===== config.mk =====
export PLATFORM = sky130hd
export DESIGN_NAME = muldiv_unit
export DESIGN_NICKNAME = d
export VERILOG_FILES = /design/src/rtl/muldiv_unit.sv
export SDC_FILE = /design/constraint.sdc
export NUM_CORES = 2
export LEC_CHECK = 0
export ABC_AREA = 0
export ABC_CLOCK_PERIOD_IN_PS = 11100
export BUFFER_PORTS_ARGS = -buffer_cell sky130_fd_sc_hd__clkbuf_2
export CAP_MARGIN = 20
export CORE_ASPECT_RATIO = 0.6
export CORE_MARGIN = 2
export CORE_UTILIZATION = 25
export CTS_CLUSTER_SIZE = 24
export DETAILED_ROUTE_END_ITERATION = 6
export PLACE_DENSITY = 0.49
export SYNTH_ARGS = -nofsm -noshare
export SYNTH_HDL_FRONTEND = slang
export SYNTH_SLANG_ARGS = --single-unit
export TNS_END_PERCENT = 100

===== constraint.sdc =====
create_clock -name clk -period 11.1 [get_ports clk]
set_clock_uncertainty 0.1 [all_clocks]
set_input_delay 1.11 -clock clk [delete_from_list [all_inputs] [get_ports clk]]
set_output_delay 1.11 -clock clk [all_outputs]
set_load 0.02 [all_outputs]

===== src/rtl/muldiv_unit.sv =====
// rtl/muldiv_unit.sv - multi-cycle multiply/divide unit owning the HI/LO registers
//
// Purpose:
//   EX-stage execution unit for MULT/MULTU/DIV/DIVU and MTHI/MTLO.
//   Multiplies take MULT_CYCLES busy cycles and divides take DIV_CYCLES.
//   HI/LO change only on the completion edge or on an MTHI/MTLO write.
//   While an operation is in flight, stall_req holds back any decode-stage
//   instruction that touches HI/LO or the unit.
//
// Configuration:
//   MULDIV_DIV_EN - when defined, DIV/DIVU are supported. When undefined,
//                   the divider and the DIV state are absent, and mulop 3/4
//                   behave as no-ops.
//
// Ports:
//   clk        in   1  clock, rising edge
//   rst_n      in   1  asynchronous active-low reset
//   start      in   1  mult/div strobe for the instruction in EX
//   mulop      in   4  1=MULT 2=MULTU 3=DIV 4=DIVU, others no-op
//   rs_val     in  32  rs operand / MTHI-MTLO data
//   rt_val     in  32  rt operand
//   whi        in   1  MTHI strobe
//   wlo        in   1  MTLO strobe
//   hazmulti   in   1  decode-stage instruction depends on HI/LO or the unit
//   cancel     in   1  exception flush
//   hi         out 32  HI register
//   lo         out 32  LO register
//   busy       out  1  operation in flight
//   stall_req  out  1  hazmulti & busy (combinational)

module muldiv_unit #(
    parameter int unsigned MULT_CYCLES = 5,
    parameter int unsigned DIV_CYCLES  = 10
) (
    input  logic        clk,
    input  logic        rst_n,
    input  logic        start,
    input  logic [3:0]  mulop,
    input  logic [31:0] rs_val,
    input  logic [31:0] rt_val,
    input  logic        whi,
    input  logic        wlo,
    input  logic        hazmulti,
    input  logic        cancel,
    output logic [31:0] hi,
    output logic [31:0] lo,
    output logic        busy,
    output logic        stall_req
);

    // The counter is sized for the longer of the two latencies.
    localparam int unsigned MAX_CYC = (MULT_CYCLES > DIV_CYCLES) ? MULT_CYCLES : DIV_CYCLES;
    localparam int unsigned CNT_W   = (MAX_CYC > 1) ? $clog2(MAX_CYC) : 1;

    localparam logic [CNT_W-1:0] MUL_LOAD = CNT_W'(MULT_CYCLES - 1);
`ifdef MULDIV_DIV_EN
    localparam logic [CNT_W-1:0] DIV_LOAD = CNT_W'(DIV_CYCLES - 1);
`endif

`ifdef MULDIV_DIV_EN
    typedef enum logic [1:0] {
        S_IDLE = 2'd0,
        S_MUL  = 2'd1,
        S_DIV  = 2'd2
    } state_t;
`else
    typedef enum logic [1:0] {
        S_IDLE = 2'd0,
        S_MUL  = 2'd1
    } state_t;
`endif

    state_t             state_q, state_d;
    logic [CNT_W-1:0]   cnt_q, cnt_d;
    logic [31:0]        a_q, a_d;
    logic [31:0]        b_q, b_d;
    logic               sgn_q, sgn_d;     // signed variant (MULT / DIV)
    logic [31:0]        hi_q, hi_d;
    logic [31:0]        lo_q, lo_d;

    logic               is_mul;
    logic [63:0]        a_ext;
    logic [63:0]        b_ext;
    logic [63:0]        prod;

    assign is_mul = (mulop == 4'd1) || (mulop == 4'd2);

    // A 64-bit product of the sign- or zero-extended operands gives the
    // correct low 64 bits for both signed and unsigned multiplication.
    always_comb begin
        a_ext = sgn_q ? {{32{a_q[31]}}, a_q} : {32'd0, a_q};
        b_ext = sgn_q ? {{32{b_q[31]}}, b_q} : {32'd0, b_q};
        prod  = a_ext * b_ext;
    end

`ifdef MULDIV_DIV_EN
    logic        is_div;
    logic        a_neg;
    logic        b_neg;
    logic [31:0] a_mag;
    logic [31:0] b_mag;
    logic [31:0] q_mag;
    logic [31:0] r_mag;
    logic [31:0] quo;
    logic [31:0] rem;

    assign is_div = (mulop == 4'd3) || (mulop == 4'd4);

    // Divide the magnitudes, then restore the signs. The quotient is negative
    // when the operand signs differ; the remainder follows the dividend.
    // 0x80000000 / -1 falls out naturally: the magnitude quotient 0x80000000
    // keeps its bit pattern, and the remainder is 0.
    always_comb begin
        a_neg = sgn_q & a_q[31];
        b_neg = sgn_q & b_q[31];
        a_mag = a_neg ? (32'd0 - a_q) : a_q;
        b_mag = b_neg ? (32'd0 - b_q) : b_q;
        q_mag = 32'd0;
        r_mag = a_mag;
        if (b_mag != 32'd0) begin
            q_mag = a_mag / b_mag;
            r_mag = a_mag % b_mag;
        end
        quo = (a_neg ^ b_neg) ? (32'd0 - q_mag) : q_mag;
        rem = a_neg ? (32'd0 - r_mag) : r_mag;
        if (b_q == 32'd0) begin
            quo = 32'hFFFF_FFFF;
            rem = a_q;
        end
    end
`endif

    always_comb begin
        state_d = state_q;
        cnt_d   = cnt_q;
        a_d     = a_q;
        b_d     = b_q;
        sgn_d   = sgn_q;
        hi_d    = hi_q;
        lo_d    = lo_q;

        case (state_q)
            S_IDLE: begin
                // cancel blocks every request in IDLE
                if (!cancel) begin
                    if (start && is_mul) begin
                        state_d = S_MUL;
                        cnt_d   = MUL_LOAD;
                        a_d     = rs_val;
                        b_d     = rt_val;
                        sgn_d   = (mulop == 4'd1);
`ifdef MULDIV_DIV_EN
                    end else if (start && is_div) begin
                        state_d = S_DIV;
                        cnt_d   = DIV_LOAD;
                        a_d     = rs_val;
                        b_d     = rt_val;
                        sgn_d   = (mulop == 4'd3);
`endif
                    end else begin
                        // A start with a no-op mulop leaves MTHI/MTLO free to proceed.
                        if (whi) begin
                            hi_d = rs_val;
                        end
                        if (wlo) begin
                            lo_d = rs_val;
                        end
                    end
                end
            end

            S_MUL: begin
                if (cancel) begin
                    state_d = S_IDLE;
                    cnt_d   = '0;
                end else if (cnt_q == '0) begin
                    state_d = S_IDLE;
                    hi_d    = prod[63:32];
                    lo_d    = prod[31:0];
                end else begin
                    cnt_d = cnt_q - 1'b1;
                end
            end

`ifdef MULDIV_DIV_EN
            S_DIV: begin
                if (cancel) begin
                    state_d = S_IDLE;
                    cnt_d   = '0;
                end else if (cnt_q == '0) begin
                    state_d = S_IDLE;
                    hi_d    = rem;
                    lo_d    = quo;
                end else begin
                    cnt_d = cnt_q - 1'b1;
                end
            end
`endif

            default: begin
                state_d = S_IDLE;
                cnt_d   = '0;
            end
        endcase
    end

    always_ff @(posedge clk or negedge rst_n) begin
        if (!rst_n) begin
            state_q <= S_IDLE;
            cnt_q   <= '0;
            a_q     <= '0;
            b_q     <= '0;
            sgn_q   <= 1'b0;
            hi_q    <= '0;
            lo_q    <= '0;
        end else begin
            state_q <= state_d;
            cnt_q   <= cnt_d;
            a_q     <= a_d;
            b_q     <= b_d;
            sgn_q   <= sgn_d;
            hi_q    <= hi_d;
            lo_q    <= lo_d;
        end
    end

    assign hi        = hi_q;
    assign lo        = lo_q;
    assign busy      = (state_q != S_IDLE);
    assign stall_req = hazmulti & busy;

endmodule


==> impl_results.md <==
- Crit-path max cell delay: about 930 ps
- Setup Viol. Count Final: 0
- Filler cells: ~23000
- Warnings, synthesis: 0
- Post-synth top cells: inv_1, fa_1, nand2_1, and2_1, ha_1
- Hpwl dp: about 170 mm
- Post-synth EDFFs: 0
- Mapped Area: between 50000 and 60000 um^2
- WL per Instance: between 20 and 25 um
- Post-synthesis sequential area ratio: under 10%
- Initial antenna violation count: 14
- Slew headroom: a little under a quarter
- Register area: between 3000 and 4000 um^2
- Hold endpoint: lo[12]
- Syn Nets: 7397
- Path category of the worst min-delay check: reg -> reg
- Main synth FF type: dfrtp_1
- Synth area leader: fa_1
- Fin crit period: approximately 11000 ps
- Top-count cell post-synth: inv_1
- Setup TNS: 0 ps
- Final hold vios: 0
- CP arrival: between 10000 and 15000 ps
- Slew Limit Fails: 0
- Fmax: between 90 and 100 MHz
- Gr busiest metal: met1
- Vias per cell: 4.460
- Area of the die: between 200000 and 250000 um^2
- Die height: 362.4 um
- Clk sinks: ~130
- Vias in the first global route: between 40000 and 50000
- # nets final: 7388
- FF-to-FF path depth: 31
- Core Region: 212600 um^2
- Post-placement cell area: approximately 58000 um^2
- Area grow syn2layout: 9.055%
- Worst-margin pin slew: approximately 1100 ps
- Met3 Use GR: just under 10%
- CTS tree: yes
- GR Util All Layers: a little under a fifth
- Hold Worst Slack: about 390 ps
- Worst hold path depth: 2
- Max-Cap Viols: 0
- Worst reg2reg path endpoint: hi[29]
- Setup bufs post-CTS: 0
- Clock root cell: clkbuf_16
- Top-area cell type share of the netlist area: between 50 and 60%
- Rows: roughly 130
- Die width: 601.3 um
- Unrepaired setup endpoints after global routing: no
- Clock Tree Buf Depth: 2
- GR Util met2: between 20% and 30%
- Port bufs: 140
- Number of buffers created by CTS: 17
- Synthesized flop and latch total: 134
- Worst-Skew Late Latency: 550 ps
- GRT overflow: 0
- Startpoint class of the critical path: flip-flop
- Initial DRC Count: around 3500
- Vias: about 38000
- First-pass GRT wire length: roughly 290 mm
- Hold Crit Start: lo[12]
- DRC Markers: 0
- Post-synthesis cell count: 5594
- Clock transition at path regs: around 100 ps
- Max H-tree Level: 4
- Async SR Flop Fraction: 100.0%
- Starting Density: approximately a quarter
- Final period utilization: approximately 95%
- CP dominant cell by count: fa_1
- Distinct cells, synth: a little over 70
- Total Wirelength: 193.4 mm
- Syn Area/Cell: between 9 and 10 um^2
- CTS resizes: 0
- Post-Layout Inst Area: around 58000 um^2
- Synth area leaders: fa_1, inv_1, ha_1
- Pre-Repair DR Iteration Count: 5
- Ports: 141
- GR Util met1: about 30%
- R2r startpoint: b_q[31]
- Area of the multi-input gates: around 43000 um^2
- CP required: 11410 ps
- Setup CP Type: reg -> reg
- Final ANT Viol Nets: 0
- GPL Wtd Cong: about 0.95
- Pin count of the biggest net entering global routing: 92
- Layout cell share with drive strength beyond 1: just under 7%
- Worst Path Max Fanout: 17
- CTS Hold Bufs: 0
- Setup crit end kind: flip-flop
- Status: finished clean
- Critical path's slowest cell: and2_1
- Worst R2R Setup Slack: 600 ps
[kinds of logic (layout without fill, tap and decap cells)]
| group | Yosys count | count (layout) | synth area share [%] |
|---|---|---|---|
| buf+inv | 1813 | 1817 | 12.74 |
| flops | 134 | 134 | 6.266 |
| simple gates | 1375 | 1375 | 12.92 |
| compound gates | 338 | 338 | 4.029 |
| fa+ha+maj | 1730 | 1730 | 60.35 |
| xor+xnor | 115 | 115 | 1.882 |
| mux | 89 | 89 | 1.817 |
| other cells | 0 | 6 | 0 |
[registers in the layout (all words and copies together) (netlist names)]
register / count
a_q: 32
b_q: 32
hi: 32
lo: 32
cnt_q: 4
sgn_q: 1
state_q: 1
[routing by layer]
metal | routed length (um) | part of all wire [%] | up-vias
met3 | 31050 | 16 | 72
met4 | 1324 | 0.68 | 4
met2 | 63170 | 33 | 1733
met5 | 69 | 0.036 | -
li1 | - | - | 15980
met1 | 97830 | 51 | 19960
[worst max-delay path by stage]
stage | start | slack [ps] | cells after the start | endpoint
final | b_q[31] | 600 | 31 | hi[29]
after global routing | b_q[31] | 200 | 31 | hi[29]
after CTS | b_q[31] | 710 | 31 | hi[29]
after detailed placement | b_q[31] | 850 | 31 | hi[31]
after global placement | b_q[31] | 720 | 31 | hi[31]
after floorplan | sgn_q | 1760 | 31 | hi[29]
[layout by cell type (no fill, tap or decap), types with 7 or more instances in the layout]
cell type and count:
inv_1 1528, fa_1 1419, nand2_1 610, and2_1 573, ha_1 309, clkbuf_2 139
dfrtp_1 127, buf_4 109, a21oi_1 108, xnor2_1 92, o21ai_0 91, mux2_2 65
nor2_1 52, and3_1 41, a21o_1 28, nor2b_1 25, mux2i_1 24, nand3_1 23
xor2_1 23, clkbuf_16 17, nand4_1 15, o21bai_1 14, a31oi_1 11, nand2b_1 9
a211o_1 8, o22ai_1 7, or3_1 7, dfrtp_2 7, buf_12 7
[metrics by stage]
stage | setup WS (ps) | instances | util, %
after floorplan | 1759 | 5594 | -
after global placement | 723.0 | 8424 | 27.15
after detailed placement | 854.1 | 8425 | 27.16
after CTS | 714.8 | 8457 | 27.45
after global routing | 197.7 | 8457 | 27.45
final | 599.2 | 8463 | 27.45
[cell type report]
class / count / share of cell area, %
clock inverters: 15 / 0.3023
diodes: 6 / 0.02573
repair buffers: 257 / 2.901
flip-flops and latches: 134 / 5.761
multi-input cells: 3647 / 74.32
inverters: 1528 / 9.828
well taps: 2859 / 6.130
clock buffers: 17 / 0.7289
[worst max-delay path: cells and delay by family, from the launching register on]
family,cells,cell delay (ps)
fa+ha+maj,11,5440
compound gates,9,2050
simple gates,2,1020
buf+inv,8,920
flops,1,700
mux,1,100
Power is not shown: default switching activity piles up to over one toggle a cycle in this logic, so the estimate is an artifact.
